==> config.mk <==
export PLATFORM = sky130hd
export DESIGN_NAME = moving_avg_stream
export DESIGN_NICKNAME = d
export VERILOG_FILES = /design/src/rtl/moving_avg_pkg.sv /design/src/rtl/sample_ring_buf.sv /design/src/rtl/moving_avg_stream.sv
export SDC_FILE = /design/constraint.sdc
export NUM_CORES = 2
export LEC_CHECK = 0
export CAP_MARGIN = 10
export CELL_PAD_IN_SITES_DETAIL_PLACEMENT = 1
export CELL_PAD_IN_SITES_GLOBAL_PLACEMENT = 2
export CORE_MARGIN = 1
export CORE_UTILIZATION = 55
export CTS_BUF_LIST = sky130_fd_sc_hd__clkbuf_4 sky130_fd_sc_hd__clkbuf_8 sky130_fd_sc_hd__clkbuf_16
export CTS_CLUSTER_SIZE = 28
export DETAILED_ROUTE_END_ITERATION = 6
export PLACE_DENSITY = 0.84
export SLEW_MARGIN = 40
export SYNTH_ARGS = -nofsm -noshare
export SYNTH_HDL_FRONTEND = slang
export SYNTH_SLANG_ARGS = --single-unit
==> constraint.sdc <==
create_clock -name i_clk -period 18.2 [get_ports i_clk]
set_input_delay 3.64 -clock i_clk [delete_from_list [all_inputs] [get_ports i_clk]]
set_output_delay 3.64 -clock i_clk [all_outputs]
set_load 0.01 [all_outputs]
==> src/rtl/moving_avg_pkg.sv <==
// Shared types and helpers for the streaming moving-average filter.
package moving_avg_pkg;

  typedef enum logic [1:0] {CLEAR, FILL, RUN} state_e;

  function automatic int calc_acc_w(input int data_w, input int max_log2_n);
    return data_w + max_log2_n;
  endfunction

  function automatic int calc_depth(input int max_log2_n);
    return 1 << max_log2_n;
  endfunction

  // Two's complement -> offset binary: invert the MSB of a w-bit value.
  function automatic logic [63:0] to_offset_bin(input logic [63:0] v, input int w);
    logic [63:0] r;
    r        = v;
    r[w-1]   = ~r[w-1];
    return r;
  endfunction

endpackage

==> src/rtl/sample_ring_buf.sv <==
// Sample history RAM: one write port, one registered read port.
// A same-cycle write to the read address is forwarded (write-first).
module sample_ring_buf #(
  parameter  int DEPTH  = 128,
  parameter  int DATA_W = 24,
  localparam int AW     = $clog2(DEPTH)
) (
  input  logic              i_clk,
  input  logic              i_we,
  input  logic [AW-1:0]     i_waddr,
  input  logic [DATA_W-1:0] i_wdata,
  input  logic [AW-1:0]     i_raddr,
  output logic [DATA_W-1:0] o_rdata
);

  logic [DATA_W-1:0] mem [DEPTH];
  logic [DATA_W-1:0] rdata_d, rdata_q;

  // Forwarding matters for N=1, where the next subtract needs the sample written now.
  always_comb rdata_d = (i_we && (i_waddr == i_raddr)) ? i_wdata : mem[i_raddr];

  always_ff @(posedge i_clk) begin
    if (i_we) mem[i_waddr] <= i_wdata;
    rdata_q <= rdata_d;
  end

  assign o_rdata = rdata_q;

endmodule

==> src/rtl/moving_avg_stream.sv <==
// Streaming moving average over a runtime power-of-two window with
// add-new/subtract-oldest running sum and an AXI-Stream output register.
module moving_avg_stream
  import moving_avg_pkg::*;
#(
  parameter int DATA_W     = 24,
  parameter int MAX_LOG2_N = 7,
  parameter int OUT_W      = 32,
  parameter int SIGNED_OUT = 0
) (
  input  logic                              i_clk,
  input  logic                              i_rst,
  input  logic [DATA_W-1:0]                 i_adc_data,
  input  logic                              i_adc_valid,
  input  logic [$clog2(MAX_LOG2_N+1)-1:0]   i_log2_n,
  input  logic                              i_clear,
  output logic [OUT_W-1:0]                  m_axis_tdata,
  output logic                              m_axis_tvalid,
  input  logic                              m_axis_tready,
  output logic                              o_primed,
  output logic                              o_overrun
);

  localparam int ACC_W = calc_acc_w(DATA_W, MAX_LOG2_N);
  localparam int DEPTH = calc_depth(MAX_LOG2_N);
  localparam int AW    = MAX_LOG2_N;
  localparam int LW    = $clog2(MAX_LOG2_N+1);

  state_e            state_q, state_d;
  logic [ACC_W-1:0]  acc_q, acc_d;
  logic [AW-1:0]     ptr_q, ptr_d, fill_q, fill_d;
  logic [LW-1:0]     log2_q, log2_d, log2_eff;
  logic              primed_q, primed_d, emit_q, emit_d;
  logic              tvalid_q, tvalid_d, ovr_q, ovr_d;
  logic [OUT_W-1:0]  tdata_q, tdata_d;

  logic                     clr, we;
  logic [AW:0]              n_w;
  logic [AW-1:0]            nm1, rd_addr;
  logic [DATA_W-1:0]        x_fmt, old;
  logic signed [DATA_W:0]   x_sx, old_sx;
  logic [ACC_W-1:0]         x_ext, old_ext, shr;
  logic signed [ACC_W:0]    shr_sx;

  sample_ring_buf #(.DEPTH(DEPTH), .DATA_W(DATA_W)) u_ring (
    .i_clk   (i_clk),
    .i_we    (we),
    .i_waddr (ptr_q),
    .i_wdata (x_fmt),
    .i_raddr (rd_addr),
    .o_rdata (old)
  );

  // Sample formatting and sign/zero extension into the accumulator domain.
  always_comb begin
    x_fmt   = (SIGNED_OUT != 0) ? i_adc_data
                                : DATA_W'(to_offset_bin(64'(i_adc_data), DATA_W));
    x_sx    = {(SIGNED_OUT != 0) & x_fmt[DATA_W-1], x_fmt};
    old_sx  = {(SIGNED_OUT != 0) & old[DATA_W-1], old};
    x_ext   = ACC_W'(x_sx);
    old_ext = ACC_W'(old_sx);
    if (SIGNED_OUT != 0) shr = $signed(acc_q) >>> log2_q;
    else                 shr = acc_q >> log2_q;
    shr_sx  = {(SIGNED_OUT != 0) & shr[ACC_W-1], shr};
  end

  always_comb begin
    state_d  = state_q;
    acc_d    = acc_q;
    ptr_d    = ptr_q;
    fill_d   = fill_q;
    primed_d = primed_q;
    emit_d   = 1'b0;
    we       = 1'b0;
    log2_eff = (i_log2_n > LW'(MAX_LOG2_N)) ? LW'(MAX_LOG2_N) : i_log2_n;
    log2_d   = log2_eff;
    clr      = i_clear || (log2_eff != log2_q);
    n_w      = (AW+1)'(1) << log2_q;
    nm1      = AW'(n_w - (AW+1)'(1));
    if (clr) begin
      state_d  = CLEAR;
      acc_d    = '0;
      ptr_d    = '0;
      fill_d   = '0;
      primed_d = 1'b0;
    end else begin
      unique case (state_q)
        CLEAR: begin
          state_d  = FILL;
          acc_d    = '0;
          ptr_d    = '0;
          fill_d   = '0;
          primed_d = 1'b0;
        end
        FILL: if (i_adc_valid) begin
          we     = 1'b1;
          ptr_d  = ptr_q + AW'(1);
          fill_d = fill_q + AW'(1);
          acc_d  = acc_q + x_ext;
          if (fill_q == nm1) begin
            state_d  = RUN;
            primed_d = 1'b1;
            emit_d   = 1'b1;
          end
        end
        RUN: if (i_adc_valid) begin
          we     = 1'b1;
          ptr_d  = ptr_q + AW'(1);
          acc_d  = acc_q + x_ext - old_ext;
          emit_d = 1'b1;
        end
        default: state_d = CLEAR;
      endcase
    end
    // Registered read: address the oldest sample relative to the next pointer.
    rd_addr = ptr_d - AW'(n_w);
  end

  // Output register: a new result always overwrites; losing an unread one is an overrun.
  always_comb begin
    tvalid_d = tvalid_q;
    tdata_d  = tdata_q;
    ovr_d    = ovr_q;
    if (clr || state_q == CLEAR) begin
      tvalid_d = 1'b0;
      if (i_clear) ovr_d = 1'b0;
    end else if (emit_q) begin
      tdata_d  = OUT_W'(shr_sx);
      tvalid_d = 1'b1;
      if (tvalid_q && !m_axis_tready) ovr_d = 1'b1;
    end else if (tvalid_q && m_axis_tready) begin
      tvalid_d = 1'b0;
    end
  end

  always_ff @(posedge i_clk or negedge i_rst) begin
    if (!i_rst) begin
      state_q  <= CLEAR;
      acc_q    <= '0;
      ptr_q    <= '0;
      fill_q   <= '0;
      log2_q   <= '0;
      primed_q <= 1'b0;
      emit_q   <= 1'b0;
      tvalid_q <= 1'b0;
      ovr_q    <= 1'b0;
      tdata_q  <= '0;
    end else begin
      state_q  <= state_d;
      acc_q    <= acc_d;
      ptr_q    <= ptr_d;
      fill_q   <= fill_d;
      log2_q   <= log2_d;
      primed_q <= primed_d;
      emit_q   <= emit_d;
      tvalid_q <= tvalid_d;
      ovr_q    <= ovr_d;
      tdata_q  <= tdata_d;
    end
  end

  assign m_axis_tdata  = tdata_q;
  assign m_axis_tvalid = tvalid_q;
  assign o_primed      = primed_q;
  assign o_overrun     = ovr_q;

endmodule
==> metrics <==
clk buf depth=4; Resize count post-CTS=0; sequential share of the synthesized area=75.3%; clock sinks=3164; most common flop cell mapped by yosys=edfxtp_1; largest net degree at the start of global routing=120; maximum vdd drop=0.0788 mV; post-route clock skew=0.0605 ns; WL per Instance=39.4 um; Fin Hold WS=0.484 ns; Fin Setup TNS=0 ns; Die Y=480 um; vias per cell=6.94; met3 GRT Util=6.91%; CP endpoint kind=flip-flop; DRT Pass-1 Iters=7; RSZ-0062 raised after global routing=no; final-report setup violation count=0; reg2reg path depth=20; HPWL Detailed=209000 um; Tot GR Track Use=32.0%; syn_nets=5790; failing checks=DRC; first-pass GRT wire length=507000 um; status=finished with violations; Placed Area=131000 sq um; routability-driven placement congestion ratio=0.881; post-synth cell types=90; layout cell share with drive strength beyond 1=30.2%; Post-Route WL=365000 um; P_leak=0.0441 uW; CP required=19.08 ns; number of port buffers=65; routing usage on met2=50.4%; setup bufs post-CTS=0; Slowest cell on crit path=dfxtp_4; CP arrival=9.43 ns; Die Wd=480 um; Mapped Area=125000 sq um; max-cap violations=0; fmax=117 MHz; antenna violations before repair=35; ys async rst share=2.69%; synthesized flop and latch total=3164; die footprint=230000 sq um; FP Rows=174; leading cell types in the layout, fill and taps excluded=edfxtp_1 (3072), mux4_2 (931), clkbuf_16 (337); number of synthesized flops with an enable pin=3072; commonest non-fill, non-tap cell in the layout=edfxtp_1; CTS tree=done; CP startpoint kind=flip-flop; Power Density=113 nW/um^2; Root Driver=clkbuf_16; Slew @ Worst Pin=0.918 ns; Hold Buf Count CTS=0; Initial Utilization=55.6%; CP Max Fanout=119; Slew Limit Headroom=38.8%; design area=142000 sq um; Synth Instances=5692; max-slew violations=0; # IOs=67; Synth Warn #=0; worst hold path depth=2; Routed Antenna Nets=0; CTS H-tree depth=5; Initial DRC Count=9618; vias in the first global route=66.0k; Hold Path Class=flip-flop to flip-flop; Fin. Hold Viols=0; DRC Markers=3; area added between synthesis and finish=12.8%; Final #Nets=6129; crit-path max cell delay=0.85 ns; Clock transition at path regs=0.06 ns; period utilisation layout=47.0%; GR peak layer=met2; CP Class=flip-flop to flip-flop; routed vias=64.3k; total gr overflow=0; syn avg cell area=22.0 sq um; met1 usage=44.7%; crit path time final=8.55 ns; CTS Buf Count=332; Core ar.=226000 sq um; worst-skew pair later-pin latency=0.97 ns; CP Cell Sequence=buf_4 -> buf_4 -> buf_12 -> buf_4 -> mux4_2 -> mux4_2 -> mux4_2 -> mux2i_1 -> fa_1 -> a211oi_1 -> o21ai_0 -> a221oi_1 -> o21ai_0 -> a21oi_1 -> a2111oi_0 -> o32ai_1 -> a21oi_2 -> nor2_1 -> a211o_1 -> o211ai_1
## sequential cells by signal (all words and copies together), names as in the netlist, named ones only
name and count:
acc_q 31, emit_q 1, fill_q 7, log2_q 3
m_axis_tdata 31, m_axis_tvalid 1, o_overrun 1, o_primed 1
ptr_q 7, state_q 2, u_ring.mem 3072
## metrics by stage
step	worst slack (ns)	std cells	util, %	power (uW)
5_1_grt	9.38	9257	62.7	16300
3_3_place_gp	9.09	8673	57.8	9370
3_5_place_dp	9.14	8686	58.0	9400
4_1_cts	9.68	9252	62.7	16000
6_report	9.65	9262	62.7	16000
2_1_floorplan	10.39	5692	-	8860
## critical path: cells and delay by family (launching register included)
family | cells | cell delay (ns)
fa+ha+maj | 1 | 0.30
mux | 4 | 1.74
buf+inv | 4 | 2.65
flops | 1 | 0.85
simple gates | 1 | 0.10
compound gates | 10 | 2.61
## layout make-up
type                            instances  area, sq um
Multi-Input combinational cell       2198        30000
Timing Repair Buffer                  310         2770
Tap cell                             2992         3740
Inverter                               25         98.8
Sequential cell                      3164        94500
Antenna cell                            7         17.5
Clock buffer                          389         8820
Fill cell                           18100        84200
Clock inverter                        177         1660
## Yosys cell counts (5+ instances only)
| cell type | instances | area share (%) |
|---|---|---|
| or3_1 | 7 | 0.035 |
| or2_2 | 5 | 0.025 |
| nor2_1 | 204 | 0.61 |
| nand3_1 | 51 | 0.20 |
| buf_4 | 6 | 0.036 |
| nor3_1 | 19 | 0.076 |
| o21ai_1 | 11 | 0.044 |
| edfxtp_1 | 3072 | 74 |
| a21oi_1 | 66 | 0.26 |
| buf_6 | 13 | 0.12 |
| a31oi_1 | 16 | 0.080 |
| and3_1 | 12 | 0.060 |
| a211oi_1 | 13 | 0.078 |
| ha_1 | 63 | 0.63 |
| nand2_1 | 163 | 0.49 |
| inv_1 | 24 | 0.072 |
| o22ai_1 | 5 | 0.025 |
| nor2b_1 | 34 | 0.17 |
| clkbuf_1 | 122 | 0.36 |
| xnor2_1 | 41 | 0.29 |
| mux2_2 | 20 | 0.18 |
| a22o_1 | 7 | 0.049 |
| o211ai_1 | 6 | 0.036 |
| dfrtp_1 | 85 | 1.7 |
| xor2_1 | 33 | 0.23 |
| nor3b_1 | 7 | 0.042 |
| a22oi_1 | 64 | 0.38 |
| buf_2 | 109 | 0.43 |
| nand4_1 | 11 | 0.055 |
| nand2b_1 | 14 | 0.070 |
| o21a_1 | 15 | 0.090 |
| nor4_1 | 9 | 0.045 |
| a21o_1 | 19 | 0.11 |
| o21ai_0 | 86 | 0.34 |
| buf_1 | 54 | 0.16 |
| dfxtp_1 | 7 | 0.11 |
| mux4_2 | 931 | 17 |
| mux2i_1 | 162 | 1.3 |
| and2_1 | 18 | 0.090 |
## metal layers
metal	share of wire, %	up-vias	wire [um]
met2	48	4431	175000
met4	3.9	8	14100
met3	11	742	40200
li1	-	24700	-
met5	0.013	-	49
met1	37	34400	136000
## final timing paths
check	from	to	slack (ns)
min in group asynchronous	i_rst	m_axis_tdata[17]	2.52
max reg2reg	flip-flop	acc_q[30]	9.65
max	flip-flop	acc_q[30]	9.65
min	m_axis_tdata[11]	m_axis_tdata[11]	0.48
max in group asynchronous	i_rst	acc_q[2]	14.65
min reg2reg	m_axis_tdata[11]	m_axis_tdata[11]	0.48
## power breakdown
part	switching, uW	internal [uW]
sequential	22.7	7990
combinational	805	466
clock	2790	3890
total	3620	12300
## kinds of logic (layout without fill, tap and decap cells)
group                      count (synthesis)  after routing  synth area share (%)
DFF                                     3164           3164                  75.3
muxes                                   1115           1115                  18.2
and+or+nand+nor                          578            578                  2.14
AOI/OAI and AO/OA                        364            364                  1.94
buffers and inverters                    330            901                  1.20
xor gates and xnor gates                  74             74                 0.516
adders and majority gates                 66             66                 0.676
other                                      1              8               0.00299
Note: power is estimated with default switching activity, not from simulation.
